$ cat src/rtl/act_cmd_sequencer.sv
// act_cmd_sequencer: walks N elements through read -> activation unit -> write.
// Optional build macro: ACT_SEQ_TIMEOUT_EN adds a 5-bit WAIT-state watchdog
// that abandons the command with an err pulse after 16 silent WAIT cycles.
module act_cmd_sequencer #(
  parameter int unsigned ADDR_WIDTH = 12,
  parameter int unsigned DATA_WIDTH = 32,
  parameter int unsigned DIM_WIDTH  = 4
) (
  input  logic                  clk,
  input  logic                  rst,
  input  logic                  cmd_valid,
  output logic                  cmd_ready,
  input  logic [6:0]            cmd_opcode,
  input  logic [ADDR_WIDTH-1:0] cmd_in_addr,
  input  logic [ADDR_WIDTH-1:0] cmd_out_addr,
  input  logic [DIM_WIDTH-1:0]  cmd_dim,
  output logic                  mem_rd_en,
  output logic [ADDR_WIDTH-1:0] mem_rd_addr,
  input  logic [DATA_WIDTH-1:0] mem_rd_data,
  output logic                  af_valid_in,
  output logic [6:0]            af_opcode,
  output logic [DATA_WIDTH-1:0] af_data,
  input  logic [DATA_WIDTH-1:0] af_result,
  input  logic                  af_valid_out,
  output logic                  mem_wr_en,
  output logic [ADDR_WIDTH-1:0] mem_wr_addr,
  output logic [DATA_WIDTH-1:0] mem_wr_data,
  output logic                  busy,
  output logic                  done,
  output logic                  err
);

  localparam int unsigned OP_WIDTH = 7;
  localparam logic [OP_WIDTH-1:0] OP_SIGMOID = 7'h4A;
  localparam logic [OP_WIDTH-1:0] OP_TANH    = 7'h4B;

  typedef enum logic [2:0] {
    S_IDLE  = 3'd0,
    S_READ  = 3'd1,
    S_FEED  = 3'd2,
    S_WAIT  = 3'd3,
    S_WRITE = 3'd4,
    S_DONE  = 3'd5
  } state_t;

  // FSM state and latched command fields
  state_t                r_state;
  state_t                w_state_nxt;
  logic [OP_WIDTH-1:0]   r_opcode;
  logic [OP_WIDTH-1:0]   w_opcode_nxt;
  logic [ADDR_WIDTH-1:0] r_in_addr;
  logic [ADDR_WIDTH-1:0] w_in_addr_nxt;
  logic [ADDR_WIDTH-1:0] r_out_addr;
  logic [ADDR_WIDTH-1:0] w_out_addr_nxt;
  logic [DIM_WIDTH-1:0]  r_dim;
  logic [DIM_WIDTH-1:0]  w_dim_nxt;
  logic [DIM_WIDTH-1:0]  r_idx;
  logic [DIM_WIDTH-1:0]  w_idx_nxt;

  // Registered output copies
  logic                  r_cmd_ready;
  logic                  r_busy;
  logic                  r_done;
  logic                  r_err;
  logic                  r_mem_rd_en;
  logic [ADDR_WIDTH-1:0] r_mem_rd_addr;
  logic                  r_af_valid_in;
  logic                  r_mem_wr_en;
  logic [ADDR_WIDTH-1:0] r_mem_wr_addr;
  logic [DATA_WIDTH-1:0] r_mem_wr_data;

  // Decode helpers
  logic                  w_accept;
  logic                  w_legal;
  logic                  w_last;
  logic                  w_capture;
  logic                  w_err_nxt;

  assign w_accept = cmd_valid && (r_state == S_IDLE);
  assign w_legal  = (cmd_opcode == OP_SIGMOID) || (cmd_opcode == OP_TANH);
  assign w_last   = (r_idx == (r_dim - DIM_WIDTH'(1)));

`ifdef ACT_SEQ_TIMEOUT_EN
  localparam int unsigned WD_WIDTH = 5;
  localparam logic [WD_WIDTH-1:0] WD_LIMIT = 5'd15;

  logic [WD_WIDTH-1:0]   r_wd;

  // Watchdog: zero outside WAIT so it restarts on every WAIT entry
  always_ff @(posedge clk) begin
    if (rst) begin
      r_wd <= '0;
    end else if (r_state != S_WAIT) begin
      r_wd <= '0;
    end else begin
      r_wd <= r_wd + WD_WIDTH'(1);
    end
  end
`endif

  // State register
  always_ff @(posedge clk) begin
    if (rst) begin
      r_state <= S_IDLE;
    end else begin
      r_state <= w_state_nxt;
    end
  end

  // Next-state, command-field and event decode
  always_comb begin
    w_state_nxt    = r_state;
    w_opcode_nxt   = r_opcode;
    w_in_addr_nxt  = r_in_addr;
    w_out_addr_nxt = r_out_addr;
    w_dim_nxt      = r_dim;
    w_idx_nxt      = r_idx;
    w_capture      = 1'b0;
    w_err_nxt      = 1'b0;

    case (r_state)
      S_IDLE: begin
        if (w_accept) begin
          w_opcode_nxt   = cmd_opcode;
          w_in_addr_nxt  = cmd_in_addr;
          w_out_addr_nxt = cmd_out_addr;
          w_dim_nxt      = cmd_dim;
          w_idx_nxt      = '0;
          // Illegal opcodes are rejected before the length is considered
          if (!w_legal) begin
            w_err_nxt = 1'b1;
          end else if (cmd_dim == '0) begin
            w_state_nxt = S_DONE;
          end else begin
            w_state_nxt = S_READ;
          end
        end
      end
      S_READ: begin
        w_state_nxt = S_FEED;
      end
      S_FEED: begin
        w_state_nxt = S_WAIT;
      end
      S_WAIT: begin
        if (af_valid_out) begin
          w_capture   = 1'b1;
          w_state_nxt = S_WRITE;
        end
`ifdef ACT_SEQ_TIMEOUT_EN
        else if (r_wd == WD_LIMIT) begin
          w_err_nxt   = 1'b1;
          w_state_nxt = S_IDLE;
        end
`endif
      end
      S_WRITE: begin
        if (w_last) begin
          w_state_nxt = S_DONE;
        end else begin
          w_idx_nxt   = r_idx + DIM_WIDTH'(1);
          w_state_nxt = S_READ;
        end
      end
      S_DONE: begin
        w_state_nxt = S_IDLE;
      end
      default: begin
        w_state_nxt = S_IDLE;
      end
    endcase
  end

  // Latched command fields and element index
  always_ff @(posedge clk) begin
    if (rst) begin
      r_opcode   <= '0;
      r_in_addr  <= '0;
      r_out_addr <= '0;
      r_dim      <= '0;
      r_idx      <= '0;
    end else begin
      r_opcode   <= w_opcode_nxt;
      r_in_addr  <= w_in_addr_nxt;
      r_out_addr <= w_out_addr_nxt;
      r_dim      <= w_dim_nxt;
      r_idx      <= w_idx_nxt;
    end
  end

  // Outputs registered from the next state so each strobe lines up with its state
  always_ff @(posedge clk) begin
    if (rst) begin
      r_cmd_ready   <= 1'b1;
      r_busy        <= 1'b0;
      r_done        <= 1'b0;
      r_err         <= 1'b0;
      r_mem_rd_en   <= 1'b0;
      r_mem_rd_addr <= '0;
      r_af_valid_in <= 1'b0;
      r_mem_wr_en   <= 1'b0;
      r_mem_wr_addr <= '0;
      r_mem_wr_data <= '0;
    end else begin
      r_cmd_ready   <= (w_state_nxt == S_IDLE);
      r_busy        <= (w_state_nxt != S_IDLE);
      r_done        <= (w_state_nxt == S_DONE);
      r_err         <= w_err_nxt;
      r_mem_rd_en   <= (w_state_nxt == S_READ);
      r_mem_rd_addr <= (w_state_nxt == S_READ) ?
                       (w_in_addr_nxt + ADDR_WIDTH'(w_idx_nxt)) : '0;
      r_af_valid_in <= (w_state_nxt == S_FEED);
      r_mem_wr_en   <= (w_state_nxt == S_WRITE);
      r_mem_wr_addr <= (w_state_nxt == S_WRITE) ?
                       (w_out_addr_nxt + ADDR_WIDTH'(w_idx_nxt)) : '0;
      r_mem_wr_data <= w_capture ? af_result : '0;
    end
  end

  assign cmd_ready   = r_cmd_ready;
  assign busy        = r_busy;
  assign done        = r_done;
  assign err         = r_err;
  assign mem_rd_en   = r_mem_rd_en;
  assign mem_rd_addr = r_mem_rd_addr;
  assign af_valid_in = r_af_valid_in;
  assign af_opcode   = r_opcode;
  assign mem_wr_en   = r_mem_wr_en;
  assign mem_wr_addr = r_mem_wr_addr;
  assign mem_wr_data = r_mem_wr_data;

  // Read data arrives in FEED, so the operand is passed straight through then
  assign af_data = r_af_valid_in ? mem_rd_data : '0;

endmodule

$ cat config.mk
export PLATFORM = sky130hd
export DESIGN_NAME = act_cmd_sequencer
export DESIGN_NICKNAME = d
export VERILOG_FILES = /design/src/rtl/act_cmd_sequencer.sv
export SDC_FILE = /design/constraint.sdc
export NUM_CORES = 1
export LEC_CHECK = 0
export CORE_MARGIN = 1
export CORE_UTILIZATION = 61
export CTS_CLUSTER_SIZE = 30
export DETAILED_ROUTE_END_ITERATION = 7
export DONT_BUFFER_PORTS = 1
export MAX_ROUTING_LAYER = met4
export PLACE_DENSITY = 0.81
export REMOVE_ABC_BUFFERS = 1
export SYNTH_ARGS = -nofsm -noshare
export SYNTH_HDL_FRONTEND = slang
export SYNTH_SLANG_ARGS = --single-unit
$ cat constraint.sdc
create_clock -name clk -period 4.3 [get_ports clk]
set_clock_uncertainty 0.1 [all_clocks]
set_input_delay 0.215 -clock clk [delete_from_list [all_inputs] [get_ports clk]]
set_output_delay 0.215 -clock clk [all_outputs]
set_load 0.02 [all_outputs]
==> metrics.md, run 1 <==
| Metric | Value |
|---|---|
| Required time worst endpoint | 4510 ps |
| Worst-case clock buffer depth | 2 |
| Number of iterations in the first detailed-routing pass | 5 |
| Setup_tns | 0 ps |
| Number of buffers inserted during clock tree synthesis | 9 |
| Worst Path Arrival | 3850 ps |
| Area share of fa/ha/maj cells after synthesis | 3.08% |
| Post-detailed-route count of antenna-violating nets | 0 |
| Average wire length per cell after detail routing | 17.1 um |
| Hold crit path type | in -> reg |
| Overflow left after global routing | 0 |
| Antenna Diode Count | 0 |
| Count of cell types in the netlist | 55 |
| Critical-path cell list | inv_1, ha_1, xor3_1, nor3_2, a21bo_1, nand3_1, o21ai_0, ha_1, nor2_1, a311oi_2, a211oi_2, o221ai_2, nand4_1, a21oi_1 |
| Placer congestion estimate | 0.917 |
| GRT Resource Usage Total | 29.8% |
| Vertical die dimension | 87.2 um |
| Total via count in the routed design | 3596 |
| Type of origin of the critical path | flop |
| Number of resized instances in the post-cts repair step | 0 |
| CTS clock-pin slew for the worst setup and hold paths | 110 ps |
| Count of flip-flops with a built-in enable after synthesis | 0 |
| Largest family of logic cells by synthesized area | simple AND/OR/NAND/NOR gates |
| Clock root buffer | sky130_fd_sc_hd__clkbuf_8 |
| Maximum fanout encountered on the critical timing path | 9 |
| First-pass GRT wire length | 16.8 mm |
| Antenna violations before repair | 0 |
| Predominant post-synthesis flop cell | sky130_fd_sc_hd__dfxtp_1 |
| Crit path max-delay cell type | sky130_fd_sc_hd__dfxtp_1 |
| Number of pins exceeding their max-slew limit in the final report | 0 |
| Fraction of layout instances using a drive strength above 1 | 6.63% |
| Initial Util | 64.1% |
| Sink Count | 105 |
| Overall die width | 87.2 um |
| Synth warn | 0 |
| Worst VDD drop | 0.000342 V |
| Area fraction in compound gates after synthesis | 11.8% |
| Fraction of the yosys area taken by sequential cells | 47.5% |
| CTS tree | done |
| Crit path buffers/inverters | 1 |
| Multiplexer share of the synthesized area | 4.86% |
| Final number of hold-violating endpoints | 0 |
| CP delay by family, top | compound AO/OA/AOI/OAI gates |
| Post-Place Setup Slack | 770 ps |
| Post-DP Area | 0.00445 sq mm |
| Final number of setup-violating endpoints | 0 |
| Post-Synthesis Cell Area | 0.00443 sq mm |
| Total number of nets in the final design | 651 |
| Total power divided by cell area | 335 mW/mm^2 |
| Starting DRT DRC Count | 178 |
| Maxcap violations | 0 |
| Type of element capturing the critical path | flop |
| Crit path kind | reg -> reg |
| I/O pin cnt | 205 |
| Worst-Skew Late Latency | 370 ps |
| Fin crit share | 84.6% |
| Area fraction in and, or, nand and nor cells after synthesis | 26.5% |
| Final design utilization | 76.4% |
| Site Rows | 30 |
| # Post-CTS Setup Buffers | 0 |
| Via density | 5.63 |
| Total number of H-tree levels | 3 |
| Placeable Area | 0.00691 sq mm |
| Number of global-route vias before repair | 3658 |
| IO Port Bufs | 0 |
| Maximum number of pins on one net before global-route repair | 46 |
| Normalized max-slew margin | 44.4% |
| Total length of routed wires | 10.9 mm |
| Gate count of the mapped netlist | 487 |
| Least-Margin Pin Slew | 833 ps |
| Die Area | 0.00760 sq mm |
| Estimated wirelength of the detail-placed design | 7.09 mm |
| Final WS setup | 660 ps |
| FF+latch count, synth | 105 |
| Share of synthesized flip-flops with an asynchronous set or reset | 0% |
| Unrepaired setup endpoints after global routing | no |
| Area added between synthesis and finish | 19.2% |
| Peak clock frequency supported by timing | 275 MHz |
| Synthesized area per cell | 9.09 sq um |
| Clock period minus worst slack | 3640 ps |
| CP most frequent cell | sky130_fd_sc_hd__ha_1 |
| Result of the run | finished clean |
| Leak Pwr | 2.15 nW |
| Slowest stage delay, CP | 400 ps |
| Parity-gate share of the synthesized area counting xor and xnor cells | 2.71% |
| Post-detailed-route DRC marker count | 0 |
| Fin area | 0.00528 sq mm |
placed cells by master (no fill, tap or decap), types with 4 or more instances in the layout:
| cell type | n |
|---|---|
| sky130_fd_sc_hd__a21o_1 | 6 |
| sky130_fd_sc_hd__a21oi_1 | 33 |
| sky130_fd_sc_hd__a31oi_1 | 4 |
| sky130_fd_sc_hd__and2_1 | 71 |
| sky130_fd_sc_hd__clkbuf_8 | 11 |
| sky130_fd_sc_hd__dfxtp_1 | 105 |
| sky130_fd_sc_hd__dlygate4sd3_1 | 61 |
| sky130_fd_sc_hd__ha_1 | 10 |
| sky130_fd_sc_hd__inv_1 | 12 |
| sky130_fd_sc_hd__mux2i_1 | 19 |
| sky130_fd_sc_hd__nand2_1 | 65 |
| sky130_fd_sc_hd__nand2b_1 | 6 |
| sky130_fd_sc_hd__nand3_1 | 12 |
| sky130_fd_sc_hd__nor2_1 | 41 |
| sky130_fd_sc_hd__nor2b_1 | 5 |
| sky130_fd_sc_hd__nor3_1 | 8 |
| sky130_fd_sc_hd__nor3b_1 | 4 |
| sky130_fd_sc_hd__o21ai_0 | 6 |
| sky130_fd_sc_hd__xnor2_1 | 8 |
routing by layer:
layer / up-vias / global-route usage, % / routed length, um
met5: - / - / 0
met4: 0 / 11.5 / 241
met3: 28 / 10.0 / 802
met2: 152 / 49.8 / 5510
met1: 1677 / 33.0 / 4360
li1: 1739 / - / -
worst paths after layout:
path	startpoint	end	slack [ps]	depth (start not counted)
worst max-delay path	r_dim[0]	mem_wr_addr[7]	660	14
worst min-delay path	cmd_in_addr[5]	r_in_addr[5]	4	2
worst max register to register	r_dim[0]	mem_wr_addr[7]	660	14
worst min register to register	r_out_addr[0]	r_out_addr[0]	370	2
cell families (layout without fill, tap and decap cells):
| family | count (synthesis) | after routing |
|---|---|---|
| xor gates and xnor gates | 12 | 12 |
| and+or+nand+nor | 228 | 228 |
| adders and majority gates | 11 | 11 |
| muxes | 21 | 21 |
| DFF | 105 | 105 |
| buffers and inverters | 35 | 91 |
| AOI/OAI and AO/OA | 75 | 75 |
through the flow:
step	hold slack, ps	power [mW]	cells
6_report	3.77	1.77	639
5_1_grt	15.9	1.84	639
4_1_cts	0.564	1.77	639
3_5_place_dp	195	1.14	561
3_3_place_gp	194	1.13	561
2_1_floorplan	184	1.11	464
final cells by class:
type	instances	area (sq um)
Timing Repair Buffer	63	638
Sequential cell	105	2100
Inverter	12	45.0
Tap cell	96	120
Clock buffer	11	151
Clock inverter	5	46.3
Fill cell	504	1630
Multi-Input combinational cell	347	2170
what timing repair did:
| item | CTS | global route |
|---|---|---|
| endpoints found under the hold margin | 80 | 0 |
| setup endpoints to repair | 0 | 0 |
| hold buffers | 62 | 0 |
registers in the layout (all words and copies together) (netlist names):
signal,count
r_out_addr,12
mem_wr_en,1
r_state,3
mem_rd_en,1
r_in_addr,12
mem_wr_addr,12
mem_wr_data,32
r_idx,4
busy,1
done,1
r_dim,4
mem_rd_addr,12
af_opcode,7
cmd_ready,1
err,1
af_valid_in,1
cell usage after synthesis, types with 2 or more instances:
library cell,number,area share [%]
sky130_fd_sc_hd__nor4_1,3,0.42
sky130_fd_sc_hd__mux2i_1,19,4.3
sky130_fd_sc_hd__nand4_1,3,0.42
sky130_fd_sc_hd__or3_1,2,0.28
sky130_fd_sc_hd__a21o_1,6,1.0
sky130_fd_sc_hd__o21ai_0,6,0.68
sky130_fd_sc_hd__a211oi_2,2,0.57
sky130_fd_sc_hd__o211ai_1,3,0.51
sky130_fd_sc_hd__dfxtp_1,105,47
sky130_fd_sc_hd__buf_2,4,0.45
sky130_fd_sc_hd__xor2_1,3,0.59
sky130_fd_sc_hd__o31ai_1,3,0.51
sky130_fd_sc_hd__nor2_1,41,3.5
sky130_fd_sc_hd__nand2b_1,6,0.85
sky130_fd_sc_hd__a21oi_1,33,3.7
sky130_fd_sc_hd__and2_1,71,10
sky130_fd_sc_hd__ha_1,10,2.8
sky130_fd_sc_hd__xnor2_1,8,1.6
sky130_fd_sc_hd__a211oi_1,2,0.34
sky130_fd_sc_hd__nor3b_1,4,0.68
sky130_fd_sc_hd__buf_4,2,0.34
sky130_fd_sc_hd__a31oi_1,4,0.57
sky130_fd_sc_hd__nand2_1,65,5.5
sky130_fd_sc_hd__nor2b_1,5,0.71
sky130_fd_sc_hd__nor3_1,8,0.90
sky130_fd_sc_hd__inv_1,12,1.0
sky130_fd_sc_hd__clkbuf_1,15,1.3
sky130_fd_sc_hd__and3_1,2,0.28
sky130_fd_sc_hd__a21oi_2,2,0.40
sky130_fd_sc_hd__buf_6,2,0.51
sky130_fd_sc_hd__nand3_1,12,1.4
power by group:
part	internal [mW]	leakage [nW]	switching [mW]
clock network	0.253	0.102	0.344
logic	0.0788	1.19	0.0812
registers	0.992	0.853	0.0168
Note: power is estimated with default switching activity, not from simulation.
==> run 2, diff against run 1 <==
==> constraint.sdc (replaced) <==
create_clock -name clk -period 3.8 [get_ports clk]
set_clock_uncertainty 0.1 [all_clocks]
set_input_delay 0.19 -clock clk [delete_from_list [all_inputs] [get_ports clk]]
set_output_delay 0.19 -clock clk [all_outputs]
set_load 0.02 [all_outputs]
==> run 2 against run 1 <==
Compared with the run above: utilization is 0.89 points higher; sequential share of layout area is 0.46 points lower; die area stayed put; maximum frequency is 2.5% higher; sequential cell count stayed put; global-route usage is 0.11 points lower; non-clock buffer count is 6 higher; count of clock-buffer cells in the layout is 1 lower; clock power is 11% higher; via count is 0.22% higher.
==> metrics.md, run 2 (synthesis results as in run 1) <==
| Metric | Value |
|---|---|
| Result of the run | finished clean |
| Crit path kind | reg -> reg |
| Final design utilization | 77.3% |
| Clock root buffer | sky130_fd_sc_hd__clkbuf_8 |
| Least-Margin Pin Slew | 830 ps |
| CTS tree | done |
| Estimated wirelength of the detail-placed design | 7.20 mm |
| Commonest cells after routing, fill and taps aside | 105 x sky130_fd_sc_hd__dfxtp_1, 71 x sky130_fd_sc_hd__and2_1, 65 x sky130_fd_sc_hd__nand2_1 |
| Share of total power in sequential cells | 57.4% |
| Placeable Area | 0.00691 sq mm |
| Sw frac | 26.1% |
| Overall die width | 87.2 um |
| Total number of H-tree levels | 3 |
| Type of origin of the critical path | flop |
| Total number of nets in the final design | 657 |
| Antenna violations before repair | 2 |
| Peak clock frequency supported by timing | 282 MHz |
| Worst-case clock buffer depth | 2 |
| Fraction of layout instances using a drive strength above 1 | 7.10% |
| Crit path max-delay cell type | sky130_fd_sc_hd__o31ai_1 |
| Site Rows | 30 |
| Number of buffers inserted during clock tree synthesis | 9 |
| Hold crit path type | in -> reg |
| Unrepaired setup endpoints after global routing | no |
| Placer congestion estimate | 0.886 |
| Logic gate share of total power | 9.4% |
| Maximum number of pins on one net before global-route repair | 45 |
| Hold Slack | 10.3 ps |
| Via density | 5.57 |
| Average wire length per cell after detail routing | 17.2 um |
| Normalized max-slew margin | 44.6% |
| Required time worst endpoint | 3970 ps |
| Post-detailed-route count of antenna-violating nets | 0 |
| Placed cell count | 564 |
| Cell-internal power | 1.47 mW |
| Fin crit share | 93.4% |
| Design Power | 1.99 mW |
| Area added between synthesis and finish | 20.6% |
| Worst-Skew Late Latency | 370 ps |
| Net switching power | 519 uW |
| Final number of hold-violating endpoints | 0 |
| Most common cell after layout, fill and taps aside | sky130_fd_sc_hd__dfxtp_1 |
| Flip-flop count of the largest register, all copies and words added | 32 |
| Worst Path Arrival | 3710 ps |
| Slowest stage delay, CP | 460 ps |
| Sink Count | 105 |
| GRT Resource Usage Total | 29.7% |
| Maxcap violations | 0 |
| Leak Pwr | 2.17 nW |
| Final number of setup-violating endpoints | 0 |
| Clock period minus worst slack | 3550 ps |
| Critical-path cell list | inv_1, ha_1, xnor2_1, nor3_2, a21bo_2, o31ai_1, ha_1, a21oi_1, nor3_1, a31o_2, a41oi_2, o21ai_0, nor3b_1 |
| Initial Util | 64.1% |
| Post-detailed-route DRC marker count | 0 |
| Number of global-route vias before repair | 3537 |
| CP most frequent cell | sky130_fd_sc_hd__ha_1 |
| I/O pin cnt | 205 |
| Total power divided by cell area | 373 mW/mm^2 |
| Starting DRT DRC Count | 161 |
| First-pass GRT wire length | 16.7 mm |
| CTS clock-pin slew for the worst setup and hold paths | 100 ps |
| Number of pins exceeding their max-slew limit in the final report | 0 |
| Overflow left after global routing | 0 |
| Vertical die dimension | 87.2 um |
| Clock network fraction of design power | 33.2% |
| Die Area | 0.00760 sq mm |
| Worst VDD drop | 0.000318 V |
| Layout Cells excl Fill | 647 |
| IO Port Bufs | 0 |
| Maximum fanout encountered on the critical timing path | 9 |
| Total via count in the routed design | 3604 |
| Number of iterations in the first detailed-routing pass | 4 |
| Type of element capturing the critical path | flop |
| Total length of routed wires | 11.1 mm |
## run 2: power groups by stage
| stage | registers (mW) | clock network, mW | logic (mW) |
|---|---|---|---|
| 2_1_floorplan | 1.16 | 0 | 0.0974 |
| 3_3_place_gp | 1.17 | 0 | 0.116 |
| 3_5_place_dp | 1.17 | 0 | 0.120 |
| 4_1_cts | 1.14 | 0.664 | 0.183 |
| 5_1_grt | 1.14 | 0.720 | 0.202 |
| 6_report | 1.14 | 0.661 | 0.186 |
## run 2: what timing repair did
action                                  in CTS  in global routing
buffers inserted                             0                  0
hold buffers                                65                  0
hold endpoints to repair                    84                  0
endpoints found under the setup margin       0                  4
resized for setup                            0                  2
## run 2: layout make-up
class / instances / area (sq um)
antenna: 2 / 5.00
clock buffer: 10 / 128
clock inverter: 6 / 62.6
fill: 505 / 1570
inverter: 12 / 45.0
multi-input combinational: 347 / 2180
sequential: 105 / 2100
tap: 96 / 120
timing repair buffer: 69 / 691
## run 2: routing by layer
layer / routed length, um / GRT usage [%] / vias to the layer above / part of all wire [%]
li1: - / - / 1745 / -
met1: 4650 / 36.0 / 1714 / 42
met2: 5590 / 49.0 / 125 / 50
met3: 645 / 6.35 / 20 / 5.8
met4: 225 / 10.7 / 0 / 2.0
met5: 0 / - / - / 0
## run 2: through the flow
stage                     instance area [sq um]  TNS (ps)  setup slack (ps)
after floorplan                            4310    -15120              -866
after global placement                     4470         0               496
after detailed placement                   4470         0               226
after CTS                                  5320         0               222
after global routing                       5340         0              79.5
final                                      5340         0               251
## run 2: worst max-delay path, delay by kind of cell, from the launching register on
kind | cells | cell delay, ps
compound gates | 6 | 1660
fa+ha+maj | 2 | 680
flops | 1 | 410
simple gates | 3 | 320
xor+xnor | 1 | 230
buf+inv | 1 | 60
## run 2: worst paths after layout
check           startpoint        endpoint  slack (ps)  cells after the start
max               r_dim[0]  mem_rd_addr[8]         250                     13
min          cmd_opcode[5]             err          10                      2
max reg2reg       r_dim[0]  mem_rd_addr[8]         250                     13
min reg2reg   r_in_addr[3]    r_in_addr[3]         370                      2
==> run 3, diff against run 2 <==
--- a/config.mk
+++ b/config.mk
@@ -7,11 +7,12 @@
 export LEC_CHECK = 0
 export CORE_MARGIN = 1
 export CORE_UTILIZATION = 61
+export CTS_CLUSTER_DIAMETER = 50
 export CTS_CLUSTER_SIZE = 30
 export DETAILED_ROUTE_END_ITERATION = 7
 export DONT_BUFFER_PORTS = 1
 export MAX_ROUTING_LAYER = met4
-export PLACE_DENSITY = 0.81
+export PLACE_DENSITY = 0.87
 export REMOVE_ABC_BUFFERS = 1
 export SYNTH_ARGS = -nofsm -noshare
 export SYNTH_HDL_FRONTEND = slang
==> run 3 against run 2 <==
Compared with the run above: register-to-register slack lost 30 ps; power shrank 0.46%; combinational power is essentially flat; global-route usage grew 2.0 points; hold slack gained 0.71 ps; critical path type unchanged.
==> metrics.md, run 3 (synthesis results as in run 1) <==
| Metric | Value |
|---|---|
| Peak clock frequency supported by timing | 279 MHz |
| DR top layer | met4 |
| Worst-case clock buffer depth | 2 |
| Final WS setup | 218 ps |
| Site Rows | 30 |
| Maximum fanout encountered on the critical timing path | 9 |
| Type of element capturing the critical path | flop |
| Final number of hold-violating endpoints | 0 |
| Maxcap violations | 0 |
| Setup_tns | 0 ps |
| Required time worst endpoint | 3950 ps |
| Number of global-route vias before repair | 3677 |
| Worst VDD drop | 0.000278 V |
| Total via count in the routed design | 3733 |
| Most common cell after layout, fill and taps aside | sky130_fd_sc_hd__dfxtp_1 |
| CTS tree | done |
| First-pass GRT wire length | 17.5 mm |
| Estimated wirelength of the detail-placed design | 7.93 mm |
| Initial Util | 64.1% |
| Number of cells on the worst hold path | 2 |
| Type of origin of the critical path | flop |
| Leak Pwr | 2.17 nW |
| Maximum number of pins on one net before global-route repair | 45 |
| Die Area | 0.00760 sq mm |
| I/O pin cnt | 205 |
| Post-Place Setup Slack | 247 ps |
| Average wire length per cell after detail routing | 18.5 um |
| Worst-Skew Late Latency | 370 ps |
| Vertical die dimension | 87.2 um |
| Placeable Area | 0.00691 sq mm |
| Total number of nets in the final design | 657 |
| Placed cell count | 564 |
| Clock root buffer | sky130_fd_sc_hd__clkbuf_8 |
| Number of iterations in the first detailed-routing pass | 5 |
| Layout Cells excl Fill | 646 |
| Worst Path Arrival | 3730 ps |
| Post-detailed-route count of antenna-violating nets | 0 |
| Normalized max-slew margin | 44.6% |
| Least-Margin Pin Slew | 830 ps |
| Total number of H-tree levels | 3 |
| Result of the run | finished clean |
| Flip-flop count of the largest register, all copies and words added | 32 |
| Clock period minus worst slack | 3580 ps |
| Post-detailed-route DRC marker count | 0 |
| Worst reg2reg setup slack | 220 ps |
| Fraction of layout instances using a drive strength above 1 | 7.29% |
| Sink Count | 105 |
| Commonest cells after routing, fill and taps aside | 105 x sky130_fd_sc_hd__dfxtp_1, 71 x sky130_fd_sc_hd__and2_1, 65 x sky130_fd_sc_hd__nand2_1 |
| Unrepaired setup endpoints after global routing | no |
| Area added between synthesis and finish | 20.4% |
| Number of buffers inserted during clock tree synthesis | 9 |
| Routed length on met3 | 948 um |
| Starting DRT DRC Count | 210 |
| Number of pins exceeding their max-slew limit in the final report | 0 |
| Crit path kind | reg -> reg |
| Overall die width | 87.2 um |
| IO Port Bufs | 0 |
| Total length of routed wires | 12.0 mm |
| Placer congestion estimate | 0.903 |
| Hold crit path type | in -> reg |
| Final number of setup-violating endpoints | 0 |
| Detailed-routing wirelength on met1 | 4.44 mm |
| Total power divided by cell area | 372 mW/mm^2 |
| Antenna violations before repair | 1 |
| CTS clock-pin slew for the worst setup and hold paths | 100 ps |
| Routed wl met2 | 6.27 mm |
| Number of cell instances on the worst register-to-register path | 13 |
| Fin crit share | 94.3% |
| GRT Resource Usage Total | 31.7% |
| Overflow left after global routing | 0 |
| Via density | 5.78 |
| Hold Slack | 11.0 ps |
==> run 3: changes by cell type in the layout (fill, tap and decap cells not counted) <==
cell and delta:
sky130_fd_sc_hd__inv_6 +2, sky130_fd_sc_hd__clkbuf_1 -1, sky130_fd_sc_hd__clkinv_2 +1, sky130_fd_sc_hd__clkinv_4 -1
sky130_fd_sc_hd__clkinv_8 -1, sky130_fd_sc_hd__diode_2 -1
==> run 3: timing repair <==
action	in CTS	in global routing
resized for setup	0	2
setup buffers	0	0
endpoints found under the hold margin	83	0
endpoints found under the setup margin	0	4
hold buffers	65	0
==> run 3: cell type report <==
cell class                 instances  area (sq um)
tap                               96           120
multi-input combinational        347          2180
sequential                       105          2100
clock buffer                       9           124
fill                             496          1580
clock inverter                     7          60.1
antenna                            1          2.50
timing repair buffer              69           691
inverter                          12          45.0
==> run 3: final timing paths <==
path | startpoint | to
min reg2reg | r_out_addr[3] | r_out_addr[3]
max reg2reg | r_dim[0] | mem_rd_addr[8]
max | r_dim[0] | mem_rd_addr[8]
min | cmd_in_addr[10] | r_in_addr[10]
==> run 3: per-layer routing <==
layer / track usage [%] / up-vias
li1: - / 1746
met1: 32.5 / 1749
met2: 57.6 / 212
met3: 6.07 / 26
met4: 16.4 / 0
met5: - / -
==> run 3: worst max-delay path, stage by stage, from the launching register on <==
cell                      delay, ps
sky130_fd_sc_hd__dfxtp_1        410
sky130_fd_sc_hd__inv_1           70
sky130_fd_sc_hd__ha_1           300
sky130_fd_sc_hd__xnor2_1        220
sky130_fd_sc_hd__nor3_2          90
sky130_fd_sc_hd__a21bo_2        300
sky130_fd_sc_hd__o31ai_1        490
sky130_fd_sc_hd__ha_1           390
sky130_fd_sc_hd__nand2_1        120
sky130_fd_sc_hd__nor2_1          90
sky130_fd_sc_hd__a31o_2         290
sky130_fd_sc_hd__a41oi_2        300
sky130_fd_sc_hd__o21ai_0        140
sky130_fd_sc_hd__nor3b_1        150
==> run 3: per-stage QoR <==
step,power (mW),cell area [sq um],util (%)
after detailed placement,1.29,4470,64.7
after global routing,2.05,5330,77.2
after CTS,1.98,5320,77.0
after floorplan,1.26,4310,-
after global placement,1.28,4470,64.7
final,1.98,5330,77.2
==> run 3: power breakdown <==
group / total [mW] / switching, mW / internal, mW
clock network: 0.650 / 0.399 / 0.251
registers: 1.14 / 0.0204 / 1.12
logic: 0.187 / 0.0941 / 0.0929
total: 1.98 / 0.513 / 1.47
